<file path="src/rtl/alu_decoder_stage_pkg.sv">
// Shared core package for the ALU decoder stage: ALU op codes, RV32I opcodes,
// the decoded-command struct and the funct3-to-op mapping shared by OP and OP-IMM.
package alu_decoder_stage_pkg;

    typedef enum logic [3:0] {
        ALU_AND  = 4'b0000,
        ALU_OR   = 4'b0001,
        ALU_ADD  = 4'b0010,
        ALU_EQ   = 4'b0011,
        ALU_SLL  = 4'b0100,
        ALU_SRL  = 4'b0101,
        ALU_SRA  = 4'b0111,
        ALU_XOR  = 4'b1000,
        ALU_NOR  = 4'b1001,
        ALU_SUB  = 4'b1010,
        ALU_GE   = 4'b1100,
        ALU_GEU  = 4'b1101,
        ALU_SLT  = 4'b1110,
        ALU_SLTU = 4'b1111
    } alu_op_e;

    localparam logic [6:0] OPC_OP     = 7'b0110011;
    localparam logic [6:0] OPC_OP_IMM = 7'b0010011;
    localparam logic [6:0] OPC_LUI    = 7'b0110111;
    localparam logic [6:0] OPC_AUIPC  = 7'b0010111;
    localparam logic [6:0] OPC_JAL    = 7'b1101111;
    localparam logic [6:0] OPC_JALR   = 7'b1100111;
    localparam logic [6:0] OPC_LOAD   = 7'b0000011;
    localparam logic [6:0] OPC_STORE  = 7'b0100011;
    localparam logic [6:0] OPC_BRANCH = 7'b1100011;

    typedef struct packed {
        alu_op_e     op;
        logic [31:0] x;
        logic [31:0] y;
        logic        br_invert;
        logic        illegal;
    } alu_cmd_t;

    localparam alu_cmd_t CMD_RESET = '{
        op:        ALU_ADD,
        x:         32'h0,
        y:         32'h0,
        br_invert: 1'b0,
        illegal:   1'b0
    };

    // alt selects SUB/SRA; callers pass 0 where the alternate form does not exist.
    function automatic alu_op_e funct3_op(input logic [2:0] funct3, input logic alt);
        case (funct3)
            3'b000:  funct3_op = alt ? ALU_SUB : ALU_ADD;
            3'b001:  funct3_op = ALU_SLL;
            3'b010:  funct3_op = ALU_SLT;
            3'b011:  funct3_op = ALU_SLTU;
            3'b100:  funct3_op = ALU_XOR;
            3'b101:  funct3_op = alt ? ALU_SRA : ALU_SRL;
            3'b110:  funct3_op = ALU_OR;
            default: funct3_op = ALU_AND;
        endcase
    endfunction

endpackage

</file>
<file path="src/rtl/alu_decoder_stage_decode.sv">
// Combinational RV32I decode into an ALU command (op, operands, branch inversion,
// illegal flag). Illegal encodings collapse to ADD with zero operands.
module alu_op_decode
    import alu_decoder_stage_pkg::*;
(
    input  logic [31:0] instr,
    input  logic [31:0] pc,
    input  logic [31:0] rs1_data,
    input  logic [31:0] rs2_data,
    output alu_cmd_t    cmd
);

    logic [6:0]  opcode;
    logic [6:0]  funct7;
    logic [2:0]  funct3;
    logic [31:0] imm_i;
    logic [31:0] imm_s;
    logic [31:0] imm_u;
    logic [31:0] shamt;
    logic        illegal_op;

    assign opcode = instr[6:0];
    assign funct3 = instr[14:12];
    assign funct7 = instr[31:25];
    assign imm_i  = {{20{instr[31]}}, instr[31:20]};
    assign imm_s  = {{20{instr[31]}}, instr[31:25], instr[11:7]};
    assign imm_u  = {instr[31:12], 12'b0};
    assign shamt  = {27'b0, instr[24:20]};

    always_comb begin
        // NOTE: every output gets a default first so no path through the case can infer a latch.
        cmd        = CMD_RESET;
        illegal_op = 1'b0;
        case (opcode)
            OPC_OP: begin
                cmd.x      = rs1_data;
                cmd.y      = rs2_data;
                cmd.op     = funct3_op(funct3, instr[30]);
                illegal_op = !((funct7 == 7'b0000000) ||
                               (funct7 == 7'b0100000 && (funct3 == 3'b000 || funct3 == 3'b101)));
            end
            OPC_OP_IMM: begin
                cmd.x  = rs1_data;
                cmd.y  = imm_i;
                cmd.op = funct3_op(funct3, (funct3 == 3'b101) && instr[30]);
                if (funct3 == 3'b001) begin
                    cmd.y      = shamt;
                    illegal_op = (funct7 != 7'b0000000);
                end else if (funct3 == 3'b101) begin
                    cmd.y      = shamt;
                    illegal_op = !(funct7 == 7'b0000000 || funct7 == 7'b0100000);
                end
            end
            OPC_LUI: begin
                cmd.y = imm_u;
            end
            OPC_AUIPC: begin
                cmd.x = pc;
                cmd.y = imm_u;
            end
            OPC_JAL: begin
                cmd.x = pc;
                cmd.y = 32'd4;
            end
            OPC_JALR: begin
                cmd.x      = pc;
                cmd.y      = 32'd4;
                illegal_op = (funct3 != 3'b000);
            end
            OPC_LOAD: begin
                cmd.x      = rs1_data;
                cmd.y      = imm_i;
                illegal_op = (funct3 inside {3'b011, 3'b110, 3'b111});
            end
            OPC_STORE: begin
                cmd.x      = rs1_data;
                cmd.y      = imm_s;
                illegal_op = (funct3 > 3'b010);
            end
            OPC_BRANCH: begin
                cmd.x = rs1_data;
                cmd.y = rs2_data;
                case (funct3)
                    3'b000:  cmd.op = ALU_EQ;
                    3'b001: begin
                        cmd.op        = ALU_EQ;
                        cmd.br_invert = 1'b1;
                    end
                    3'b100:  cmd.op = ALU_SLT;
                    3'b101:  cmd.op = ALU_GE;
                    3'b110:  cmd.op = ALU_SLTU;
                    3'b111:  cmd.op = ALU_GEU;
                    default: illegal_op = 1'b1;
                endcase
            end
            default: illegal_op = 1'b1;
        endcase

        if (illegal_op) begin
            cmd         = CMD_RESET;
            cmd.illegal = 1'b1;
        end
    end

endmodule

</file>
<file path="src/rtl/alu_decoder_stage.sv">
// ALU decoder pipeline stage: valid/ready handshake around alu_op_decode with a
// registered output. Define ALU_DECODER_SKID_EN to add a one-entry skid buffer.
module alu_decoder_stage
    import alu_decoder_stage_pkg::*;
#(
    parameter int XLEN = 32
) (
    input  logic            clk,
    input  logic            rst_n,
    input  logic            in_valid,
    output logic            in_ready,
    input  logic [31:0]     instr,
    input  logic [XLEN-1:0] pc,
    input  logic [XLEN-1:0] rs1_data,
    input  logic [XLEN-1:0] rs2_data,
    input  logic            flush,
    output logic            out_valid,
    input  logic            out_ready,
    output logic [3:0]      alu_op,
    output logic [XLEN-1:0] alu_x,
    output logic [XLEN-1:0] alu_y,
    output logic            br_invert,
    output logic            illegal
);

    alu_cmd_t dec_cmd;
    alu_cmd_t out_cmd_q, out_cmd_d;
    logic     out_valid_q, out_valid_d;
    logic     out_free;
    logic     accept;

    alu_op_decode u_decode (
        .instr    (instr),
        .pc       (pc),
        .rs1_data (rs1_data),
        .rs2_data (rs2_data),
        .cmd      (dec_cmd)
    );

    assign out_free = !out_valid_q || out_ready;
    assign accept   = in_valid && in_ready && !flush;

`ifdef ALU_DECODER_SKID_EN
    alu_cmd_t skid_cmd_q, skid_cmd_d;
    logic     skid_valid_q, skid_valid_d;

    assign in_ready = !skid_valid_q;

    always_comb begin
        out_valid_d  = out_valid_q;
        out_cmd_d    = out_cmd_q;
        skid_valid_d = skid_valid_q;
        skid_cmd_d   = skid_cmd_q;
        if (flush) begin
            out_valid_d  = 1'b0;
            skid_valid_d = 1'b0;
        end else if (out_free) begin
            // A held skid entry is older than anything on the input, so it drains first.
            if (skid_valid_q) begin
                out_valid_d  = 1'b1;
                out_cmd_d    = skid_cmd_q;
                skid_valid_d = 1'b0;
            end else if (accept) begin
                out_valid_d = 1'b1;
                out_cmd_d   = dec_cmd;
            end else begin
                out_valid_d = 1'b0;
            end
        end else if (accept) begin
            skid_valid_d = 1'b1;
            skid_cmd_d   = dec_cmd;
        end
    end

    always_ff @(posedge clk or negedge rst_n) begin
        if (!rst_n) begin
            skid_valid_q <= 1'b0;
            skid_cmd_q   <= CMD_RESET;
        end else begin
            skid_valid_q <= skid_valid_d;
            skid_cmd_q   <= skid_cmd_d;
        end
    end
`else
    assign in_ready = out_free;

    always_comb begin
        out_valid_d = out_valid_q;
        out_cmd_d   = out_cmd_q;
        if (flush) begin
            out_valid_d = 1'b0;
        end else if (accept) begin
            out_valid_d = 1'b1;
            out_cmd_d   = dec_cmd;
        end else if (out_ready) begin
            out_valid_d = 1'b0;
        end
    end
`endif

    always_ff @(posedge clk or negedge rst_n) begin
        // NOTE: the command payload is reset too, because its reset value is visible on the outputs.
        if (!rst_n) begin
            out_valid_q <= 1'b0;
            out_cmd_q   <= CMD_RESET;
        end else begin
            // NOTE: non-blocking assignments keep every register sampling pre-edge values.
            out_valid_q <= out_valid_d;
            out_cmd_q   <= out_cmd_d;
        end
    end

    assign out_valid = out_valid_q;
    assign alu_op    = out_cmd_q.op;
    assign alu_x     = out_cmd_q.x;
    assign alu_y     = out_cmd_q.y;
    assign br_invert = out_cmd_q.br_invert;
    assign illegal   = out_cmd_q.illegal;

endmodule
</file>
<file path="config.mk">
export PLATFORM = sky130hd
export DESIGN_NAME = alu_decoder_stage
export DESIGN_NICKNAME = d
export VERILOG_FILES = /design/src/rtl/alu_decoder_stage_pkg.sv /design/src/rtl/alu_decoder_stage_decode.sv /design/src/rtl/alu_decoder_stage.sv
export SDC_FILE = /design/constraint.sdc
export NUM_CORES = 1
export LEC_CHECK = 0
export CELL_PAD_IN_SITES_DETAIL_PLACEMENT = 0
export CELL_PAD_IN_SITES_GLOBAL_PLACEMENT = 2
export CORE_ASPECT_RATIO = 0.6
export CORE_MARGIN = 5
export CORE_UTILIZATION = 23
export DETAILED_ROUTE_END_ITERATION = 8
export GPL_TIMING_DRIVEN = 0
export PLACE_DENSITY_LB_ADDON = 0.1
export REMOVE_ABC_BUFFERS = 1
export SLEW_MARGIN = 20
export SYNTH_ARGS = -nofsm -noshare
export SYNTH_HDL_FRONTEND = slang
export SYNTH_SLANG_ARGS = --single-unit
</file>
<file path="constraint.sdc">
create_clock -name clk -period 2.3 [get_ports clk]
set_input_delay 0.46 -clock clk [delete_from_list [all_inputs] [get_ports clk]]
set_output_delay 0.46 -clock clk [all_outputs]
set_load 0.1 [all_outputs]
</file>
# After elaboration in Yosys (flattened, before gate mapping)
# Index checks and enable logic that the tools add are counted.
dict set report totals {
  input_bits 133
  output_inout_bits 72
  regBits 71
}
dict set report op_classes {
  bitwise_logic 1
  order_cmp 1
  reduce_logical 27
  eq_ne 17
  mux 22
}
# cell count
set ops {}
lappend ops {{$pmux 32 s6} 1}
lappend ops {{$mux 70} 1}
lappend ops {{$mux 32} 2}
lappend ops {{$pmux 32 s2} 1}
lappend ops {{$pmux 4 s7} 2}
lappend ops {{$eq 7x6->1 const B} 4}
lappend ops {{$eq 7x7->1 const B} 3}
lappend ops {{$pmux 4 s5} 1}
lappend ops {{$eq 7x5->1 const B} 2}
lappend ops {{$eq 3x3->1 const B} 4}
lappend ops {{$pmux 4 s3} 1}
lappend ops {{$reduce_bool 3->1} 3}
lappend ops {{$mux 1} 8}
lappend ops {{$mux 4} 2}
lappend ops {{$reduce_or 2->1} 4}
lappend ops {{$eq 7x2->1 const B} 1}
lappend ops {{$logic_not 7->1} 1}
lappend ops {{$pmux 1 s7} 1}
lappend ops {{$reduce_bool 7->1} 1}
lappend ops {{$eq 3x2->1 const B} 2}
lappend ops {{$reduce_or 3->1} 2}
lappend ops {{$reduce_or 6->1} 1}
lappend ops {{$reduce_or 5->1} 1}
lappend ops {{$logic_and 1x1->1} 4}
lappend ops {{other kinds (8)} 15}

# Logic depth before layout (Yosys ltp)
dict set report logic_depth {
  depth_word 7
  ltp_mapped 9
  depth_no_buf 7
}

# By module
# A second synthesis with hierarchy kept.
dict set report hier_totals {
  cells_unflattened 447
  area_unflattened_um2 4330.4
}
# module cells_each area_per_inst_um2 instances
set modules_own_cells {}
lappend modules_own_cells {alu_decoder_stage 153 2688.8 1}
lappend modules_own_cells {alu_op_decode 294 1641.6 1}

# Worst setup path before layout
# OpenSTA, ideal clock, no wires.
dict set report synth_path {
  path_type {flip-flop to flip-flop}
  startpoint {register out_valid_q, in the netlist out_valid}
  endpoint {register out_cmd_q, in the netlist alu_op[1]}
  t_arrival_ns 3.038
  path_slack_ns -0.837
  stages_incl_launch_ff 7
  path_cell_list {dfrtp_1 -> nand2b_1 -> nand3b_1 -> nand4b_1 -> a211oi_4 -> buf_6 -> a32oi_1}
}
dict set report synth_via {
  elab_chain_cells 5
}
# element line
set synth_rtl {}
lappend synth_rtl {{start, declared} alu_decoder_stage.sv:28} ;# logic out_valid_q, out_valid_d;
lappend synth_rtl {{start signal, assigned} alu_decoder_stage.sv:108} ;# out_valid_q <= out_valid_d;
lappend synth_rtl {{$logic_not 1->1} alu_decoder_stage.sv:40} ;# assign out_free = !out_valid_q || out_ready;
lappend synth_rtl {{$logic_or 1x1->1} alu_decoder_stage.sv:40}
lappend synth_rtl {{named net in_ready} alu_decoder_stage.sv:11} ;# output logic in_ready,
lappend synth_rtl {{$logic_and 1x1->1 (2 in a row)} alu_decoder_stage.sv:41} ;# assign accept = in_valid && in_ready && !flush;
lappend synth_rtl {{$reduce_and 2->1 (no line)} -}
lappend synth_rtl {{end signal, assigned} alu_decoder_stage.sv:109} ;# out_cmd_q <= out_cmd_d;
lappend synth_rtl {{end, declared} alu_decoder_stage.sv:27} ;# alu_cmd_t out_cmd_q, out_cmd_d;
# The timed path passes the listed nets, and every way through them passes these cells.
# A chain may end at the register's enable or synchronous reset.

# Final worst setup path
dict set report layout_path {
  startpoint {input port instr[6]}
  endpoint {register out_cmd_q, in the netlist alu_x[24]}
}
dict set report layout_via {
  elab_chain_cells 4
  elab_cells_between_ends 15
}
# element line
set layout_rtl {}
lappend layout_rtl {{start, declared} alu_decoder_stage.sv:12} ;# input logic [31:0] instr,
lappend layout_rtl {{$eq 7x6->1, or another cell as far along} alu_decoder_stage_decode.sv:34} ;# case (opcode)
lappend layout_rtl {{$reduce_or 3->1 (no line) or $reduce_or 5->1 (tied branches)} -}
lappend layout_rtl {{$pmux 1 s7 or $pmux 32 s2 (tied branches)} alu_decoder_stage_decode.sv:34}
lappend layout_rtl {{$mux 70 (*)} alu_decoder_stage_decode.sv:99} ;# if (illegal_op) begin
# Mark *: on every way between the ends. The rest lies on a longest branch, timed or not.

==> impl_metrics.ini <==
[outcome]
status = complete, no violations

[synthesis]
avgSynthCellArea_um2 = 11.4
synthCells = 331
seq_area_frac_synth_pct = 47.3
synthesis.area_um2 = 3760
yosysTopAreaCell = dfrtp_1
synth_top_area_share_pct = 46.6
synthArstFlopShare_pct = 100
synth_most_common_cell = a22o_1
synthTopCellsByArea = dfrtp_1 (47%), a22o_1 (21%), a221o_1 (5.3%), a32o_1 (4.0%), clkbuf_1 (2.2%)
synth_cell_types = 42
synth_seq_cells = 71
ys.flop_type = dfrtp_1
yosys_warnings = 0
synth_edf_count = 0
synth_common_cells = a22o_1 (91), dfrtp_1 (70), clkbuf_1 (22)

[global_route]
grt_max_degree = 48
gr-usage-all-layers_pct = 15.5
grt_pass1_wl_um = 22800
grt_overflow = 0
antenna_found_initial = 0
grt_pass1_vias = 3806

[power]
share_seq_of_total_power_pct = 39.0
power_density_nw_per_um2 = 494
switchingPower_mw = 0.840
p_leak_nw = 3.31
power.total_mw = 3.22
clkPwrFrac_pct = 44.2
combPwrFrac_pct = 16.8
intPower_mw = 2.38
switching_share_pct = 26.1
vdd_drop_max_v = 0.000291

[timing]
setup_violations = 0
worst_pin_slew_ps = 1050
relSlewSlack_pct = 30.4
max_freq_mhz = 446
timing.final.crit_share_pct = 97.5
rsz0062_at_grt = false
period_minus_slack_ps = 2240
report.final.hold_viol_count = 0
slew_violations = 0
fin_skew_ps = 4.81
tns_ps = 0

[clocking]
clockBufferDepth = 2
postCtsHoldBufs = 0
clk_latency_ps = 330
cts.clk_slew.worst_paths_ps = 60
cts_sinks = 71
htreeDepth = 3
cts_root_buffer = clkbuf_16
tritoncts = done
cts_inserted_buffers = 9

[place]
io_buffers = 204
gp_congestion = 0.775
hpwl_um = 11600

[worst_setup_path]
startpoint_type = primary input
r2r_start = out_valid$_DFFE_PN0P_
cp_slowest_cell = or4_1
worstPathRequired_ps = 2510
crit_family = buffers and inverters
end_kind = flip-flop
setup.worst_path.start = instr[6]
worstPathArrival_ps = 2450
slowest_delay_ps = 540
path_buf_inv = 4
worstPathCellList = clkdlybuf4s18_2, nand3b_1, or4_1, nand4b_1, buf_4, a211oi_4, buf_8, buf_12, a22o_1
crit_type = primary input to flip-flop
crit_fanout = 17

[routing]
drtAntennaViolNets = 0
dr.first_iter.drc_count = 239
wl_met2_um = 6410
viasPerCell = 4.96
drc = 0
dr_wl_met3_um = 1160
top_layer = met4
wire_per_inst_um = 20.5
wirelength_um = 15300
num_vias = 3722
wl_met1_um = 7670
drtPass1Iterations = 4

[job]
max_cap_viol_count = 0

[min_path]
hp-class = primary input to async pin

[final_layout]
fillers = 1597
area_growth_pct = 73.4
fin_util_pct = 40.5
drive_above_1_share_pct = 11.5
antenna_cells = 0
nNetsFinal = 674

[floorplanning]
die_y_um = 109
pin_count = 205
core_area_um2 = 16100
die-area_um2 = 19100
placementRows = 36
initial_core_util_pct = 23.3
die_width_um = 175
==> cell families after synthesis <==
| family | Yosys count | synth area share, % |
|---|---|---|
| flops | 71 | 47.3 |
| xor+xnor | 1 | 0.233 |
| fa+ha+maj | 5 | 1.66 |
| compound gates | 162 | 36.7 |
| simple gates | 47 | 7.62 |
| mux | 5 | 1.33 |
| buf+inv | 40 | 5.19 |
==> repair_timing <==
| item | in CTS | in global routing |
|---|---|---|
| pin swaps | 4 | 2 |
| setup endpoints to repair | 125 | 71 |
| resized for setup | 81 | 30 |
| buffers inserted | 7 | 2 |
==> power groups by stage <==
stage	clock network [mW]	registers, mW	logic [mW]
final	1.43	1.26	0.540
after global routing	1.53	1.26	0.582
after CTS	1.47	1.26	0.546
after detailed placement	0	1.28	0.543
after global placement	0	1.28	0.515
after floorplan	0	1.33	0.124
==> layer usage <==
layer	vias up	GRT usage, %
li1	1759	-
met1	1811	23.0
met3	10	5.47
met2	142	21.5
met5	-	0
met4	0	2.86
==> area by class of cell <==
type	instances	area [um2]	share of cell area, %
clock buffer	10	229	3.51
clock inverter	6	67.6	1.04
inverter	7	26.3	0.403
multi-input combinational	220	1860	28.5
sequential	71	1780	27.2
tap	209	262	4.01
timing repair buffer	227	2300	35.3
==> through the flow <==
stage	setup slack (ps)	std cells	hold slack (ps)	cell area (um2)
floorplan	-2960	298	164	3590
global placement	-4430	711	460	5900
detailed placement	-1430	725	412	6150
CTS	0.143	748	49.6	6470
global route	5.76	750	64.5	6530
finish	58.3	750	46.9	6530
==> final timing paths <==
kind	to	slack, ps	cells after the start
max	alu_x[24]$_DFFE_PN0P_	60	9
min in group clk	alu_op[1]$_DFFE_PN1P_	480	2
max in group asynchronous	alu_op[1]$_DFFE_PN1P_	1620	2
max reg2reg	alu_x[8]$_DFFE_PN0P_	350	9
min	alu_x[20]$_DFFE_PN0P_	50	1
min reg2reg	alu_op[1]$_DFFE_PN1P_	480	2
==> layout by cell type (no fill, tap or decap), types with 5 or more instances in the layout <==
cell type	instances
clkdlybuf4s50_1	121
a22o_1	91
dfrtp_1	70
dlygate4sd2_1	56
a221o_1	20
dlymetal6s2s_1	20
a32o_1	15
a21oi_1	11
nor2_1	10
o21ai_0	10
buf_4	10
clkbuf_16	9
nand2_1	7
inv_1	6
buf_6	6
mux2i_1	5
ha_1	5
==> worst register-to-register path: cells and delay by family (launching register included) <==
| kind | cells | cell delay [ps] |
|---|---|---|
| compound gates | 2 | 400 |
| buf+inv | 4 | 690 |
| simple gates | 3 | 440 |
| flops | 1 | 370 |
==> sequential cells by signal, indices dropped and copies added (netlist names) <==
register,count
alu_x,32
alu_y,32
alu_op,4
br_invert,1
illegal,1
out_valid,1
No activity file was read; power rests on OpenSTA's default activity.
